`src/rtl/calc2_pkg.sv`:
```
// Shared types for the calc2 request issuer: command/response encodings,
// tag type, issue-FSM states and a lowest-free-tag picker.
package calc2_pkg;

   localparam int NUM_TAGS = 4;

   typedef logic [1:0] tag_t;

   typedef enum logic [3:0] {
      CMD_NOP = 4'd0,
      CMD_ADD = 4'd1,
      CMD_SUB = 4'd2,
      CMD_SHL = 4'd5,
      CMD_SHR = 4'd6
   } cmd_e;

   typedef enum logic [1:0] {
      RESP_NONE    = 2'd0,
      RESP_OK      = 2'd1,
      RESP_ERR     = 2'd2,
      RESP_TIMEOUT = 2'd3
   } resp_e;

   typedef enum logic [1:0] {
      ST_IDLE   = 2'd0,
      ST_SEND_A = 2'd1,
      ST_SEND_B = 2'd2
   } state_e;

   function automatic tag_t lowest_free(input logic [NUM_TAGS-1:0] free);
      tag_t t = '0;
      for (int i = NUM_TAGS - 1; i >= 0; i--) begin
         if (free[i]) t = tag_t'(i);
      end
      return t;
   endfunction

endpackage

```
`src/rtl/calc2_tag_rob.sv`:
```
// Tag bookkeeping for the issuer: free/quarantine masks, 4-entry order queue,
// per-tag result slots and in-order retirement of completions.
module calc2_tag_rob
   import calc2_pkg::*;
(
   input  logic        c_clk,
   input  logic        reset,
   input  logic        i_push,
   input  logic        i_timeout,
   input  logic        i_cpl_ready,
   input  logic [1:0]  i_calc_resp,
   input  logic [31:0] i_calc_data,
   input  logic [1:0]  i_calc_tag,
   output logic [1:0]  o_alloc_tag,
   output logic        o_can_alloc,
   output logic [2:0]  o_count,
   output logic        o_cpl_valid,
   output logic [1:0]  o_cpl_resp,
   output logic [31:0] o_cpl_data,
   output logic [1:0]  o_cpl_tag,
   output logic        o_spurious
);

   logic [NUM_TAGS-1:0] r_busy, r_done, r_quar;
   logic [1:0]          r_resp [NUM_TAGS];
   logic [31:0]         r_data [NUM_TAGS];
   tag_t                r_q    [NUM_TAGS];
   logic [1:0]          r_head, r_tail;
   logic [2:0]          r_count;
   logic                r_spurious;

   tag_t                w_head_tag;
   logic [NUM_TAGS-1:0] w_free;
   logic                w_hit, w_cap, w_late, w_spur, w_to, w_pop;

   assign w_head_tag  = r_q[r_head];
   assign w_free      = ~(r_busy | r_quar);
   assign o_can_alloc = |w_free;
   assign o_alloc_tag = lowest_free(w_free);
   assign o_count     = r_count;
   assign o_spurious  = r_spurious;

   assign o_cpl_valid = (r_count != 3'd0) && r_done[w_head_tag];
   assign o_cpl_resp  = o_cpl_valid ? r_resp[w_head_tag] : 2'd0;
   assign o_cpl_data  = o_cpl_valid ? r_data[w_head_tag] : 32'd0;
   assign o_cpl_tag   = o_cpl_valid ? w_head_tag : 2'd0;
   assign w_pop       = o_cpl_valid && i_cpl_ready;

   // A quarantined tag's late answer is swallowed; anything else not awaiting a response is spurious.
   assign w_hit  = (i_calc_resp != RESP_NONE);
   assign w_late = w_hit && r_quar[i_calc_tag];
   assign w_cap  = w_hit && !r_quar[i_calc_tag] && r_busy[i_calc_tag] && !r_done[i_calc_tag];
   assign w_spur = w_hit && !w_late && !w_cap;
   assign w_to   = i_timeout && (r_count != 3'd0) && !r_done[w_head_tag] &&
                   !(w_cap && (i_calc_tag == w_head_tag));

   always_ff @(posedge c_clk) begin
      // NOTE: result slots and queue storage are deliberately left out of reset;
      // they are only read behind the busy/done/count flags, which are reset.
      if (reset) begin
         r_busy     <= '0;
         r_done     <= '0;
         r_quar     <= '0;
         r_head     <= '0;
         r_tail     <= '0;
         r_count    <= '0;
         r_spurious <= 1'b0;
      end else begin
         if (w_cap) begin
            r_done[i_calc_tag] <= 1'b1;
            r_resp[i_calc_tag] <= i_calc_resp;
            r_data[i_calc_tag] <= (i_calc_resp == RESP_OK) ? i_calc_data : 32'd0;
         end
         if (w_late) r_quar[i_calc_tag] <= 1'b0;
         if (w_spur) r_spurious <= 1'b1;
         if (w_to) begin
            r_done[w_head_tag] <= 1'b1;
            r_resp[w_head_tag] <= RESP_TIMEOUT;
            r_data[w_head_tag] <= 32'd0;
            r_quar[w_head_tag] <= 1'b1;
         end
         if (w_pop) begin
            r_busy[w_head_tag] <= 1'b0;
            r_done[w_head_tag] <= 1'b0;
            r_head             <= r_head + 2'd1;
         end
         if (i_push) begin
            r_busy[o_alloc_tag] <= 1'b1;
            r_done[o_alloc_tag] <= 1'b0;
            r_q[r_tail]         <= o_alloc_tag;
            r_tail              <= r_tail + 2'd1;
         end
         r_count <= r_count + {2'b00, i_push} - {2'b00, w_pop};
      end
   end

endmodule

```
`src/rtl/calc2_req_issuer.sv`:
```
// Upstream driver for one calc2 request port: issue FSM plus tag ROB.
// Optional watchdog on the oldest op is enabled by CALC2_ISSUER_TIMEOUT_EN.
module calc2_req_issuer
   import calc2_pkg::*;
#(
   parameter int MAX_OUTSTANDING = 4,
   parameter int TIMEOUT_CYCLES  = 255
) (
   input  logic        c_clk,
   input  logic        reset,
   input  logic        op_valid,
   output logic        op_ready,
   input  logic [3:0]  op_cmd,
   input  logic [31:0] op_a,
   input  logic [31:0] op_b,
   output logic [3:0]  req_cmd_out,
   output logic [31:0] req_data_out,
   output logic [1:0]  req_tag_out,
   input  logic [1:0]  calc_resp,
   input  logic [31:0] calc_data,
   input  logic [1:0]  calc_tag,
   output logic        cpl_valid,
   input  logic        cpl_ready,
   output logic [1:0]  cpl_resp,
   output logic [31:0] cpl_data,
   output logic [1:0]  cpl_tag,
   output logic        spurious_err
);

   localparam logic [2:0] MAX_OUT = 3'(MAX_OUTSTANDING);

   state_e      r_state, w_state_nxt;
   logic [3:0]  r_cmd;
   logic [31:0] r_a, r_b;
   tag_t        r_tag;

   logic [1:0]  w_alloc_tag;
   logic        w_can_alloc, w_accept, w_timeout;
   logic [2:0]  w_count;

   assign op_ready = (r_state != ST_SEND_A) && (w_count < MAX_OUT) && w_can_alloc;
   assign w_accept = op_valid && op_ready;

   always_ff @(posedge c_clk) begin
      if (reset) begin
         r_state <= ST_IDLE;
         r_cmd   <= '0;
         r_a     <= '0;
         r_b     <= '0;
         r_tag   <= '0;
      end else begin
         r_state <= w_state_nxt;
         if (w_accept) begin
            r_cmd <= op_cmd;
            r_a   <= op_a;
            r_b   <= op_b;
            r_tag <= w_alloc_tag;
         end
      end
   end

   always_comb begin
      // NOTE: every output of this block is defaulted first so no path infers a latch.
      w_state_nxt  = r_state;
      req_cmd_out  = CMD_NOP;
      req_data_out = '0;
      req_tag_out  = '0;
      unique case (r_state)
         ST_IDLE:   if (w_accept) w_state_nxt = ST_SEND_A;
         ST_SEND_A: begin
            req_cmd_out  = r_cmd;
            req_data_out = r_a;
            req_tag_out  = r_tag;
            w_state_nxt  = ST_SEND_B;
         end
         ST_SEND_B: begin
            req_data_out = r_b;
            req_tag_out  = r_tag;
            w_state_nxt  = w_accept ? ST_SEND_A : ST_IDLE;
         end
         default:   w_state_nxt = ST_IDLE;
      endcase
   end

`ifdef CALC2_ISSUER_TIMEOUT_EN
   localparam logic [15:0] WD_LIMIT = 16'(TIMEOUT_CYCLES);
   logic [15:0] r_wd_cnt;
   logic        w_head_pending;

   // Head waiting on calc2; the count restarts whenever the head retires or resolves.
   assign w_head_pending = (w_count != 3'd0) && !cpl_valid;
   assign w_timeout      = w_head_pending && (r_wd_cnt == WD_LIMIT);

   always_ff @(posedge c_clk) begin
      if (reset || !w_head_pending) r_wd_cnt <= '0;
      else if (!w_timeout)          r_wd_cnt <= r_wd_cnt + 16'd1;
   end
`else
   // Watchdog absent: the limit can never be hit.
   assign w_timeout = (TIMEOUT_CYCLES < 0);
`endif

   calc2_tag_rob u_rob (
      .c_clk       (c_clk),
      .reset       (reset),
      .i_push      (w_accept),
      .i_timeout   (w_timeout),
      .i_cpl_ready (cpl_ready),
      .i_calc_resp (calc_resp),
      .i_calc_data (calc_data),
      .i_calc_tag  (calc_tag),
      .o_alloc_tag (w_alloc_tag),
      .o_can_alloc (w_can_alloc),
      .o_count     (w_count),
      .o_cpl_valid (cpl_valid),
      .o_cpl_resp  (cpl_resp),
      .o_cpl_data  (cpl_data),
      .o_cpl_tag   (cpl_tag),
      .o_spurious  (spurious_err)
   );

endmodule

```
`config.mk`:
```
export PLATFORM = sky130hd
export DESIGN_NAME = calc2_req_issuer
export DESIGN_NICKNAME = d
export VERILOG_FILES = /design/src/rtl/calc2_pkg.sv /design/src/rtl/calc2_tag_rob.sv /design/src/rtl/calc2_req_issuer.sv
export SDC_FILE = /design/constraint.sdc
export NUM_CORES = 1
export LEC_CHECK = 0
export CORE_MARGIN = 4
export CORE_UTILIZATION = 47
export CTS_CLUSTER_SIZE = 16
export DETAILED_ROUTE_END_ITERATION = 8
export MAX_ROUTING_LAYER = met4
export PLACE_DENSITY = 0.78
export SLEW_MARGIN = 20
export SYNTH_ARGS = -nofsm -noshare
export SYNTH_HDL_FRONTEND = slang
export SYNTH_SLANG_ARGS = --single-unit
```
`constraint.sdc`:
```
create_clock -name c_clk -period 5.8 [get_ports c_clk]
set_clock_uncertainty 0.15 [all_clocks]
set_input_delay 1.45 -clock c_clk [delete_from_list [all_inputs] [get_ports c_clk]]
set_output_delay 1.45 -clock c_clk [all_outputs]
set_load 0.005 [all_outputs]
```
==> impl_metrics.env <==
export IMPL_status="complete, no violations"
export IMPL_worst_pin_slew_ps=1020
export IMPL_vias=6666
export IMPL_synth_area_mm2=0.00995
export IMPL_hold_class="reg -> reg"
export IMPL_arrival_ps=3520
export IMPL_hold_depth=2
export IMPL_synth_edf_count=144
export IMPL_nets=1095
export IMPL_die_area_mm2=0.0236
export IMPL_wl_per_cell_um=17.8
export IMPL_finalCritPeriodShare=0.883
export IMPL_swShare=0.260
export IMPL_synth_distinct_cells=44
export IMPL_layout_commonest_cell="clkdlybuf4s50_1"
export IMPL_rows=52
export IMPL_io_pins=185
export IMPL_cp_end_kind="primary output"
export IMPL_grt_setup_unrepaired="false"
export IMPL_wl_met3_mm=1.43
export IMPL_fmax_ghz=0.195
export IMPL_cts_buffers=25
export IMPL_avgSynthCellArea_um2=12.3
export IMPL_synth_ff_type="edfxtp_1"
export IMPL_path_max_fanout=23
export IMPL_core_area_mm2=0.0205
export IMPL_area_delta_synth_final_pct=28.9
export IMPL_yosysSeqAreaShare=0.624
export IMPL_netlist_area_leader_share=0.435
export IMPL_cp_required_ps=4200
export IMPL_die_x_um=153
export IMPL_intPower_mw=3.27
export IMPL_path_class="reg -> out"
export IMPL_antenna_found_initial=2
export IMPL_p_comb_frac=0.192
export IMPL_htreeDepth=1
export IMPL_grt_pass1_wl_mm=35.7
export IMPL_power_density_mw_per_mm2=345
export IMPL_ant_nets=0
export IMPL_port_buffers=184
export IMPL_place_ws_ps=1190
export IMPL_ys_ff_latch=238
export IMPL_final_cell_mix="clkdlybuf4s50_1 (183), nand2_1 (149), edfxtp_1 (144), dfxtp_1 (94), a21oi_1 (79)"
export IMPL_ctsResizeCount=0
export IMPL_gp_congestion=0.804
export IMPL_relSlewSlack=0.317
export IMPL_clkPwrFrac=0.357
export IMPL_layout_drive_gt1_share=0.0996
export IMPL_fin_setup_tns_ps=0
export IMPL_dp_hpwl_mm=14.1
export IMPL_worst_r2r_cell_count=11
export IMPL_clk_pin_slew_ps=60
export IMPL_maxCapViolCount=0
export IMPL_synthCells=807
export IMPL_yosysTopAreaCell="edfxtp_1"
export IMPL_max_clock_path_buffers=3
export IMPL_synthTopCellsByArea="edfxtp_1 (43%), dfxtp_1 (19%), mux4_2 (8.2%)"
export IMPL_setup_viol_count_final=0
export IMPL_post_route_min_period_ps=5120
export IMPL_start_util=0.485
export IMPL_firstDrtPassIters=5
export IMPL_synth_nets=926
export IMPL_switching_power_mw=1.15
export IMPL_drt_iter0_drc=457
export IMPL_dr_wl_met2_mm=11.3
export IMPL_path_cells="mux4_2, mux2i_1, nand2_1, o311ai_4, buf_4, nor2b_1, clkdlybuf4s50_1"
export IMPL_synthArstFlopShare=0
export IMPL_crit_family="multiplexers"
export IMPL_layout_setup_ws_ps=676
export IMPL_drt_met1_wl_mm=9.35
export IMPL_clock_latency_ps=510
export IMPL_drc=0
export IMPL_cts_root_buf="clkbuf_16"
export IMPL_drt_wl_total_mm=22.5
export IMPL_grt_pass1_vias=6733
export IMPL_start_kind="register"
export IMPL_cts_sinks=238
export IMPL_cts_setup_buffers=0
export IMPL_cp_slowest_stage_delay_ps=840
export IMPL_finalHoldViolations=0
export IMPL_hold_buffers=0
export IMPL_cp_num_cells=7
export IMPL_via_per_inst=5.27
export IMPL_p_leak_nw=4.35
export IMPL_whs_ps=302
export IMPL_seqPwrFrac=0.451
export IMPL_path_buf_inv=2
export IMPL_grtUsageTotal=0.191
export IMPL_cpMaxStageDelayCell="mux4_2"
export IMPL_grt_overflow=0
export IMPL_cts_tree="built"
export IMPL_peakVddDrop_mv=0.250
export IMPL_grt_max_degree=99
export IMPL_yosysWarningCount=0
export IMPL_highest_layer="met4"
export IMPL_slew_viol_final=0
export IMPL_die_h_um=153
==> Yosys cell counts, types with 12 or more instances <==
cell type and n:
nand2_1 149, edfxtp_1 144, dfxtp_1 94, a21oi_1 80, nor2b_1 70, and2_1 38
mux4_2 36, clkbuf_1 33, a22oi_1 32, nor2_1 27, buf_2 14, inv_1 12
==> power by group through the flow <==
stage	combinational (mW)	sequential [mW]	clock, mW
after detailed placement	0.850	2.03	0
after floorplan	0.568	2.01	0
after global placement	0.839	2.03	0
final	0.847	2.00	1.58
after global routing	0.937	2.01	1.69
after CTS	0.859	2.00	1.61
==> area by class of cell <==
| cell class | count | area, µm² |
|---|---|---|
| Multi-Input combinational cell | 502 | 3460 |
| Sequential cell | 238 | 6210 |
| Tap cell | 270 | 338 |
| Timing Repair Buffer | 196 | 1930 |
| Inverter | 13 | 48.8 |
| Clock buffer | 31 | 699 |
| Antenna cell | 2 | 5.00 |
| Fill cell | 1562 | 7680 |
| Clock inverter | 14 | 130 |
==> per-layer routing <==
metal | global-route usage | vias to the layer above
li1 | - | 3217
met3 | 0.0416 | 33
met2 | 0.307 | 203
met5 | - | -
met4 | 0.0551 | 0
met1 | 0.246 | 3213
==> sequential cells by signal (all words and copies together), names as in the netlist, named ones only <==
name	flops
u_rob.r_data	128
r_a	32
r_b	32
u_rob.r_q	8
u_rob.r_resp	8
r_cmd	4
u_rob.r_busy	4
u_rob.r_done	4
u_rob.r_quar	4
u_rob.o_count	3
r_state	2
r_tag	2
u_rob.r_head	2
u_rob.r_tail	2
u_rob.o_spurious	1
==> worst paths after layout <==
path / start / endpoint / slack [ps]
setup / recovery: register / cpl_resp[0] / 680
hold / removal: r_cmd[2]$_SDFFE_PP0N_ / r_cmd[2]$_SDFFE_PP0N_ / 300
setup reg to reg: register / u_rob.o_count[2]$_SDFF_PP0_ / 2180
hold reg to reg: r_cmd[2]$_SDFFE_PP0N_ / r_cmd[2]$_SDFFE_PP0N_ / 300
==> cells by family (layout without fill, tap and decap cells) <==
family / after synthesis / count (layout) / synth area share
muxes: 42 / 42 / 0.0893
buffers and inverters: 67 / 254 / 0.0323
xor gates and xnor gates: 4 / 4 / 0.00352
adders and majority gates: 11 / 11 / 0.0146
DFF: 238 / 238 / 0.624
other: 0 / 2 / 0
AOI/OAI and AO/OA: 131 / 131 / 0.0820
and+or+nand+nor: 314 / 314 / 0.154
==> worst reg2reg max path: stages (launching register included) <==
cell	delay [ps]
dfxtp_1	450
mux4_2	760
buf_4	340
nand2b_1	200
o22ai_2	270
ha_1	190
inv_1	40
ha_1	200
fa_1	440
xnor2_1	220
xnor2_1	170
nor2_1	50
==> through the flow <==
| step | instance area, µm² | cells | total power [mW] | util |
|---|---|---|---|---|
| floorplan | 9950 | 807 | 2.58 | - |
| global placement | 12000 | 1219 | 2.86 | 0.584 |
| detailed placement | 12000 | 1219 | 2.88 | 0.585 |
| CTS | 12800 | 1264 | 4.47 | 0.625 |
| global route | 12800 | 1266 | 4.64 | 0.625 |
| finish | 12800 | 1266 | 4.42 | 0.625 |
Note: power is estimated with default switching activity, not from simulation.
